### src/rtl/ether_tx_pkg.sv
// Shared types and constants for the Ethernet transmit path.
// CRC constants are reused by the receive-side checksum.
package ether_tx_pkg;

  typedef enum logic [2:0] {
    IDLE,
    PREAMBLE,
    SFD,
    DATA,
    FCS,
    IFG
  } tx_state_t;

  localparam logic [31:0] CRC32_POLY = 32'hEDB8_8320;
  localparam logic [31:0] CRC32_INIT = 32'hFFFF_FFFF;
  localparam logic [7:0]  PREAMBLE_BYTE = 8'h55;
  localparam logic [7:0]  SFD_BYTE = 8'hD5;

  function automatic int max3(
    input int a,
    input int b,
    input int c
  );
    int m;
    m = (a > b) ? a : b;
    return (m > c) ? m : c;
  endfunction

endpackage

### src/rtl/ether_tx_crc32_byte.sv
// One-byte reflected CRC-32 update, purely combinational.
// Shared with the receive-side checksum.
module crc32_byte
  import ether_tx_pkg::*;
(
  input  logic [31:0] crc_in,
  input  logic [7:0]  din,
  output logic [31:0] crc_out
);

  logic [31:0] c;

  always_comb begin
    c = crc_in;
    for (int i = 0; i < 8; i++) begin
      c = (c >> 1) ^ ({32{c[0] ^ din[i]}} & CRC32_POLY);
    end
    crc_out = c;
  end

endmodule

### src/rtl/ether_tx.sv
// Byte-stream to RMII dibit transmitter: preamble, SFD,
// payload, CRC-32 FCS and inter-frame gap.
module ether_tx
  import ether_tx_pkg::*;
#(
  parameter int PREAMBLE_BYTES = 7,
  parameter int IFG_BYTES = 12
) (
  input  logic       clk,
  input  logic       rst_n,
  input  logic [7:0] axiid,
  input  logic       axiiv,
  input  logic       axiilast,
  output logic       axiir,
  output logic [1:0] axiod,
  output logic       axiov,
  output logic       busy,
  output logic       underrun
);

  localparam int MAXB = max3(PREAMBLE_BYTES, IFG_BYTES, 4);
  localparam int BW = (MAXB > 2) ? $clog2(MAXB) : 1;
  localparam logic [BW-1:0] PRE_LAST = BW'(PREAMBLE_BYTES - 1);
  localparam logic [BW-1:0] IFG_LAST = BW'(IFG_BYTES - 1);
  localparam logic [BW-1:0] FCS_LAST = BW'(3);
  localparam logic [BW-1:0] ONE = BW'(1);

  tx_state_t state, state_n;
  logic [1:0]    dcnt, dcnt_n;
  logic [BW-1:0] bcnt, bcnt_n;
  logic [7:0]    dbyte, dbyte_n;
  logic          dlast, dlast_n;
  logic [31:0]   crc, crc_n, crc_upd, fcs;
  logic [7:0]    obyte;
  logic [1:0]    od_n;
  logic          ov_n, ir_n, busy_n, und_n;
  logic          accept;

  assign accept = axiiv & axiir;

  crc32_byte u_crc (
    .crc_in  (crc),
    .din     (axiid),
    .crc_out (crc_upd)
  );

  always_comb begin
    state_n = state;
    dcnt_n  = dcnt + 2'd1;
    bcnt_n  = bcnt;
    dbyte_n = dbyte;
    dlast_n = dlast;
    crc_n   = crc;
    und_n   = 1'b0;
    if (accept) begin
      dbyte_n = axiid;
      dlast_n = axiilast;
      crc_n   = crc_upd;
    end
    case (state)
      IDLE: begin
        dcnt_n = 2'd0;
        if (axiiv) begin
          state_n = PREAMBLE;
          bcnt_n  = '0;
          crc_n   = CRC32_INIT;
        end
      end
      PREAMBLE: begin
        if (dcnt == 2'd3) begin
          if (bcnt == PRE_LAST) begin
            state_n = SFD;
            bcnt_n  = '0;
          end else begin
            bcnt_n = bcnt + ONE;
          end
        end
      end
      SFD, DATA: begin
        if (dcnt == 2'd3) begin
          if (state == DATA && dlast) begin
            state_n = FCS;
            bcnt_n  = '0;
          end else if (accept) begin
            state_n = DATA;
          end else begin
            // IFG starts at dibit 1: the IDLE cycle closes the gap
            state_n = IFG;
            und_n   = 1'b1;
            bcnt_n  = '0;
            dcnt_n  = 2'd1;
          end
        end
      end
      FCS: begin
        if (dcnt == 2'd3) begin
          if (bcnt == FCS_LAST) begin
            state_n = IFG;
            bcnt_n  = '0;
            dcnt_n  = 2'd1;
          end else begin
            bcnt_n = bcnt + ONE;
          end
        end
      end
      IFG: begin
        if (dcnt == 2'd3) begin
          if (bcnt == IFG_LAST) begin
            state_n = IDLE;
            bcnt_n  = '0;
            dcnt_n  = 2'd0;
          end else begin
            bcnt_n = bcnt + ONE;
          end
        end
      end
      default: begin
        state_n = IDLE;
        dcnt_n  = 2'd0;
        bcnt_n  = '0;
      end
    endcase
  end

  always_comb begin
    fcs   = ~crc_n;
    obyte = 8'h00;
    unique case (1'b1)
      (state_n == PREAMBLE): obyte = PREAMBLE_BYTE;
      (state_n == SFD):      obyte = SFD_BYTE;
      (state_n == DATA):     obyte = dbyte_n;
      (state_n == FCS):
        obyte = fcs[{bcnt_n[1:0], 3'b000} +: 8];
      default:               obyte = 8'h00;
    endcase
    ov_n = (state_n == PREAMBLE) || (state_n == SFD)
        || (state_n == DATA) || (state_n == FCS);
    od_n = ov_n ? obyte[{dcnt_n, 1'b0} +: 2] : 2'b00;
    ir_n = (dcnt_n == 2'd3)
        && ((state_n == SFD)
        || ((state_n == DATA) && !dlast_n));
    busy_n = (state_n != IDLE);
  end

  always_ff @(posedge clk or negedge rst_n) begin
    if (!rst_n) begin
      state    <= IDLE;
      dcnt     <= 2'd0;
      bcnt     <= '0;
      dbyte    <= 8'h00;
      dlast    <= 1'b0;
      crc      <= CRC32_INIT;
      axiod    <= 2'b00;
      axiov    <= 1'b0;
      axiir    <= 1'b0;
      busy     <= 1'b0;
      underrun <= 1'b0;
    end else begin
      state    <= state_n;
      dcnt     <= dcnt_n;
      bcnt     <= bcnt_n;
      dbyte    <= dbyte_n;
      dlast    <= dlast_n;
      crc      <= crc_n;
      axiod    <= od_n;
      axiov    <= ov_n;
      axiir    <= ir_n;
      busy     <= busy_n;
      underrun <= und_n;
    end
  end

endmodule

### config.mk
export PLATFORM = sky130hd
export DESIGN_NAME = ether_tx
export DESIGN_NICKNAME = d
export VERILOG_FILES = /design/src/rtl/ether_tx_pkg.sv /design/src/rtl/ether_tx_crc32_byte.sv /design/src/rtl/ether_tx.sv
export SDC_FILE = /design/constraint.sdc
export NUM_CORES = 1
export LEC_CHECK = 0
export ABC_AREA = 1
export ABC_CLOCK_PERIOD_IN_PS = 3000
export BUFFER_PORTS_ARGS = -buffer_cell sky130_fd_sc_hd__buf_2
export CORE_UTILIZATION = 45
export DETAILED_ROUTE_END_ITERATION = 10
export GPL_TIMING_DRIVEN = 0
export HOLD_SLACK_MARGIN = 0.1
export SLEW_MARGIN = 20
export SYNTH_ARGS = -nofsm -noshare
export SYNTH_HDL_FRONTEND = slang
export SYNTH_SLANG_ARGS = --single-unit
### constraint.sdc
create_clock -name clk -period 3 [get_ports clk]
set_clock_uncertainty 0.15 [all_clocks]
set_input_delay 0.75 -clock clk [delete_from_list [all_inputs] [get_ports clk]]
set_output_delay 0.75 -clock clk [all_outputs]
set_load 0.005 [all_outputs]
==> results of run 1 <==
[registers in the layout (all words and copies together), names as in the netlist]
register / cells
bcnt: 4
dcnt: 2
underrun: 1
dbyte: 8
crc: 32
state: 3
dlast: 1
axiov: 1
axiir: 1
busy: 1
axiod: 2
[metrics by stage]
step	setup slack, ps	hold slack [ps]	cells	TNS (ps)
CTS	303	362	878	0
global placement	-56.8	333	870	-56.8
global route	20.0	390	878	0
finish	228	334	878	0
detailed placement	-49.4	344	870	-50.8
floorplan	630	304	720	0
[path summary, 6_finish.rpt]
check                      endpoint  cells after the start      from  slack [ps]
max                        axiod[1]                     18  axiid[3]         230
min                         bcnt[0]                      1     rst_n         330
max reg2reg                axiod[1]                     16    crc[3]         280
min reg2reg                dbyte[5]                      2  dbyte[5]         370
max in group asynchronous      busy                      1     rst_n        1880
min in group clk           dbyte[5]                      2  dbyte[5]         370
[area by class of cell]
| cell class | instances | area, um^2 |
|---|---|---|
| plain buffers | 14 | 91.3 |
| clock buffers | 7 | 76.3 |
| clock inverters | 1 | 30.0 |
| fillers | 1056 | 4870 |
| inverters | 111 | 417 |
| multi-input cells | 539 | 2550 |
| flip-flops and latches | 56 | 1440 |
| well taps | 133 | 166 |
| repair buffers | 17 | 87.6 |
[power breakdown]
group / switching (uW) / total [uW] / leakage (uW) / internal, uW
clock: 276 / 527 / 0.0000524 / 251
sequential: 185 / 1300 / 0.000637 / 1120
combinational: 1930 / 2860 / 0.00201 / 932
total: 2390 / 4690 / 0.00270 / 2300
[metal layers]
metal | global-route usage, % | up-vias
met5 | 0 | -
met1 | 39.0 | 2121
met2 | 48.4 | 165
met4 | 9.23 | 0
met3 | 4.51 | 24
li1 | - | 2296
[cell families after synthesis]
group	count (synthesis)	synth area share, %
fa+ha+maj	3	0.835
simple gates	425	40.5
compound gates	94	12.0
xor+xnor	17	3.31
buf+inv	125	11.3
flops	56	32.1
[placed cells by master, fill, tap and decap left out, types with 2 or more instances in the layout]
| cell | n |
|---|---|
| a21boi_0 | 8 |
| a21oi_1 | 26 |
| and2_1 | 4 |
| buf_1 | 2 |
| buf_2 | 20 |
| buf_4 | 3 |
| buf_6 | 2 |
| clkbuf_1 | 5 |
| clkbuf_8 | 5 |
| dfrtp_1 | 24 |
| dfstp_2 | 32 |
| ha_1 | 3 |
| inv_1 | 106 |
| inv_2 | 5 |
| nand2_1 | 289 |
| nand2_2 | 9 |
| nand2_4 | 2 |
| nand3_1 | 72 |
| nand3_2 | 2 |
| nand3b_1 | 3 |
| nand4_1 | 3 |
| nor2_1 | 25 |
| nor2_2 | 4 |
| nor2_4 | 3 |
| o211ai_1 | 4 |
| o211ai_2 | 2 |
| o21a_1 | 2 |
| o21ai_0 | 45 |
| o21bai_1 | 2 |
| or2_2 | 7 |
| xnor2_1 | 2 |
| xor2_1 | 15 |
==> impl_metrics.toml, run 1 <==
[pwr]
peakVddDrop_mv = 0.396
power.leakage_uw = 0.00270
power_uw = 4690
pwr_density_cell_nw_per_um2 = 966

[synth]
ys_seq_area_share_pct = 32.1
ys_types = 39
synthFlopType = "dfstp_2"
syn_area_um2 = 4500
synthTopCellsByCount = "nand2_1, inv_1, nand3_1"
syn_area_per_cell_um2 = 6.24
yosys.area.top_type_share_pct = 24.1
synthesis.nets = 735
synth_area_leaders = "nand2_1, dfstp_2, dfrtp_1"
yosysMostFrequentCell = "nand2_1"
synth-async-reset-ratio_pct = 100
yosysWarnings = 0
synth_cells = 720
synth_edf_count = 0
synth_area_leader_cell = "nand2_1"
synth_seq_cells = 56

[clock_network]
cts_resized = 0
cts_setup_buffers = 0
cts_root_buffer = "clkbuf_8"
ctsHoldBuffers = 0
clk-insertion-delay-late_ps = 340
cts_max_level = 2
clkTransAtPathRegs_ps = 120
clock_sinks = 56
cts_buffer_depth = 2
cts_buffers = 5
tritoncts = "yes"

[setup_path]
cp_slowest_stage_delay_ps = 300
path_cells = "buf_2, inv_1, nand2_1, nand2_1, nand2_1, nand2_2, inv_2, or2_1, nand2_1, nand2_1, nand3_1, nand2_1, nand2_1, a21oi_1, nand2_1, nand2_1, a21oi_1, nand2_1"
crit_slowest_cell = "nand2_1"
crit_path_end_kind = "flip-flop"
path_class = "in2reg"
path_max_fanout = 7
critical-path-top-delay-family = "simple AND/OR/NAND/NOR gates"
worstPathArrival_ps = 2830
cp_common_cell = "nand2_1"
crit_path_start_kind = "input pin"
path_buf_inv = 3
cp.required_ps = 3060

[floorplan]
num_io_pins = 18
rows = 36
die-height_um = 102
fp.dieArea_um2 = 10400
die-width_um = 102
coreArea_um2 = 9730
start_util_pct = 46.2

[route]
met2WireLength_um = 6580
vias = 4606
drt_iter0_markers = 379
drc = 0
ant_nets = 0
via_per_inst = 5.25
totalWireLength_um = 14100
drt-met1-wl_um = 6400
highest_layer = "met4"
drt-wirelength-per-cell_um = 16.1
dr_wl_met3_um = 852
drtPass1Iterations = 5

[global_routing]
antenna_found_initial = 0
grt_pass1_wl_um = 22600
grtUsageTotal_pct = 29.1
overflow = 0
grt_pass1_vias = 4264
grt_max_degree = 57

[finish]
design_area_um2 = 4860
area_growth_pct = 8.02
drive_gt1_share_pct = 13.3
fin_nets = 759
final_util_pct = 49.9
diodes = 0

[placement]
gp_congestion = 0.905
place_area_um2 = 4750
port_buffers = 17
dp_hpwl_um = 10500

[timing]
slew_violations = 0
finalHoldViolations = 0
rsz0062_at_grt = "no"
relSlewSlack_pct = 50.1
fmax_mhz = 361
finalSetupViolations = 0
period_minus_slack_ps = 2770
timing.final.crit_share_pct = 92.4
worst_slew_pin_slew_ps = 748

[status]
status = "completed"

[job]
max_cap_viol_count = 0

[min_path]
hp-class = "in2async"
Note: power is estimated with default switching activity, not from simulation.
==> run 2, diff against run 1 <==
--- a/config.mk
+++ b/config.mk
@@ -8,6 +8,7 @@
 export ABC_AREA = 1
 export ABC_CLOCK_PERIOD_IN_PS = 3000
 export BUFFER_PORTS_ARGS = -buffer_cell sky130_fd_sc_hd__buf_2
+export CORE_MARGIN = 3
 export CORE_UTILIZATION = 45
 export DETAILED_ROUTE_END_ITERATION = 10
 export GPL_TIMING_DRIVEN = 0
==> run 2 against run 1 <==
Against the previous run:
- final cell count is 0.46% lower
- non-clock buffer count stayed put
- hold slack better by 1.3 ps
- critical path depth is 2 lower
- critical endpoint unchanged
- combinational power hardly changed
==> impl_metrics.toml, run 2 (synthesis results as in run 1) <==
[status]
status = "completed"

[route]
dr_wl_met3_um = 980
drt_iter0_markers = 262
vias = 4639
drt-met1-wl_um = 6310
highest_layer = "met4"
via_per_inst = 5.31
drt-wirelength-per-cell_um = 16.4
met2WireLength_um = 6500
ant_nets = 0
drc = 0
totalWireLength_um = 14300
drtPass1Iterations = 5

[clock_network]
clkTransAtPathRegs_ps = 120
cts_max_level = 2
cts_setup_buffers = 0
tritoncts = "yes"
clock_sinks = 56
cts_root_buffer = "clkbuf_8"
ctsHoldBuffers = 0
cts_buffer_depth = 2
clk-insertion-delay-late_ps = 330
cts_buffers = 5

[pwr]
power.leakage_uw = 0.00270
power_uw = 4660
pwr_density_cell_nw_per_um2 = 962
peakVddDrop_mv = 0.351

[setup_path]
path_class = "reg2reg"
critical-path-top-delay-family = "simple AND/OR/NAND/NOR gates"
crit_start = "crc[1]"
crit_path_end_kind = "flip-flop"
cp.required_ps = 3070
cp_slowest_stage_delay_ps = 570
path_cells = "inv_1, nand2_1, nand2_1, buf_6, nand2_1, nand2_1, nor2_1, nand3_1, nand4_1, nand2_1, a21oi_1, nand2_1, nand2_1, nand2_1, a21oi_1, nand2_1"
worstPathArrival_ps = 2850
path_buf_inv = 2
crit_slowest_cell = "dfstp_2"
crit_path_start_kind = "flip-flop"
r2r_start = "crc[1]"
cp_common_cell = "nand2_1"
path_max_fanout = 10

[global_routing]
antenna_found_initial = 0
grt_pass1_wl_um = 23200
overflow = 0
grtUsageTotal_pct = 26.3
grt_pass1_vias = 4538
grt_max_degree = 57

[timing]
period_minus_slack_ps = 2780
fin_ws_ps = 224
rsz0062_at_grt = "no"
fmax_mhz = 360
timing.final.crit_share_pct = 92.5
relSlewSlack_pct = 46.7
slew_violations = 0
finalSetupViolations = 0
finalHoldViolations = 0
worst_slew_pin_slew_ps = 799

[finish]
fillers = 1042
area_growth_pct = 7.88
layout_common_cells = "nand2_1, inv_1, nand3_1"
top_register = "crc"
reg_top3 = "crc (32), dbyte (8), bcnt (4)"
fin_nets = 759
final_common_cell = "nand2_1"
design_area_um2 = 4850
layoutNonFillerInstCount = 874
largest_reg_flops = 32
diodes = 0
drive_gt1_share_pct = 13.7

[floorplan]
die-height_um = 106
fp.dieArea_um2 = 11200
rows = 35
die-width_um = 106
start_util_pct = 47.5
num_io_pins = 18
coreArea_um2 = 9460

[job]
max_cap_viol_count = 0

[placement]
gp_congestion = 0.925
dp.cells = 866
port_buffers = 17
place_area_um2 = 4740
place_worst_setup_slack_ps = -124
dp_hpwl_um = 10800

[min_path]
hp-class = "in2async"
run 2: cell types whose count changed in the layout (fill, tap and decap cells not counted), sizes merged:
cell	delta
clkbuf	-2
bufinv	-1
inv	+1
clkinv	+2
run 2: where the power goes:
group          switching [uW]  internal (uW)
Combinational            1950            934
Clock                     303            177
Sequential                184           1120
Total                    2440           2230
run 2: per-stage QoR:
| step | setup TNS [ps] | utilization (%) | hold slack (ps) |
|---|---|---|---|
| 6_report | 0 | 51.3 | 335 |
| 5_1_grt | 0 | 51.3 | 386 |
| 4_1_cts | 0 | 51.2 | 371 |
| 3_5_place_dp | -198 | 50.2 | 342 |
| 3_3_place_gp | -156 | 50.1 | 330 |
| 2_1_floorplan | 0 | - | 304 |
run 2: area by class of cell:
type                       count  area [um^2]  share of cell area [%]
multi-input combinational    539         2550                    52.6
tap                          129          161                    3.33
sequential                    56         1440                    29.7
clock inverter                 3         33.8                   0.697
inverter                     111          417                    8.59
timing repair buffer          17         87.6                    1.81
buffer                        14         91.3                    1.88
clock buffer                   5         68.8                    1.42
run 2: per-layer routing:
layer	global-route usage, %	vias up
li1	-	2299
met1	35.0	2165
met2	42.2	140
met3	4.31	35
met4	11.5	0
met5	0	-
run 2: path summary, 6_finish.rpt:
kind                            end  slack [ps]  cells past startpoint
min in group clk           dbyte[5]         380                      2
max in group asynchronous   bcnt[3]        1850                      1
setup reg to reg           axiod[1]         220                     16
setup / recovery           axiod[1]         220                     16
hold / removal              bcnt[2]         340                      1
hold reg to reg            dbyte[5]         380                      2
run 2: timing repair:
item,in CTS,in global routing
endpoints found under the hold margin,0,0
endpoints found under the setup margin,0,1
gates resized for setup,0,1
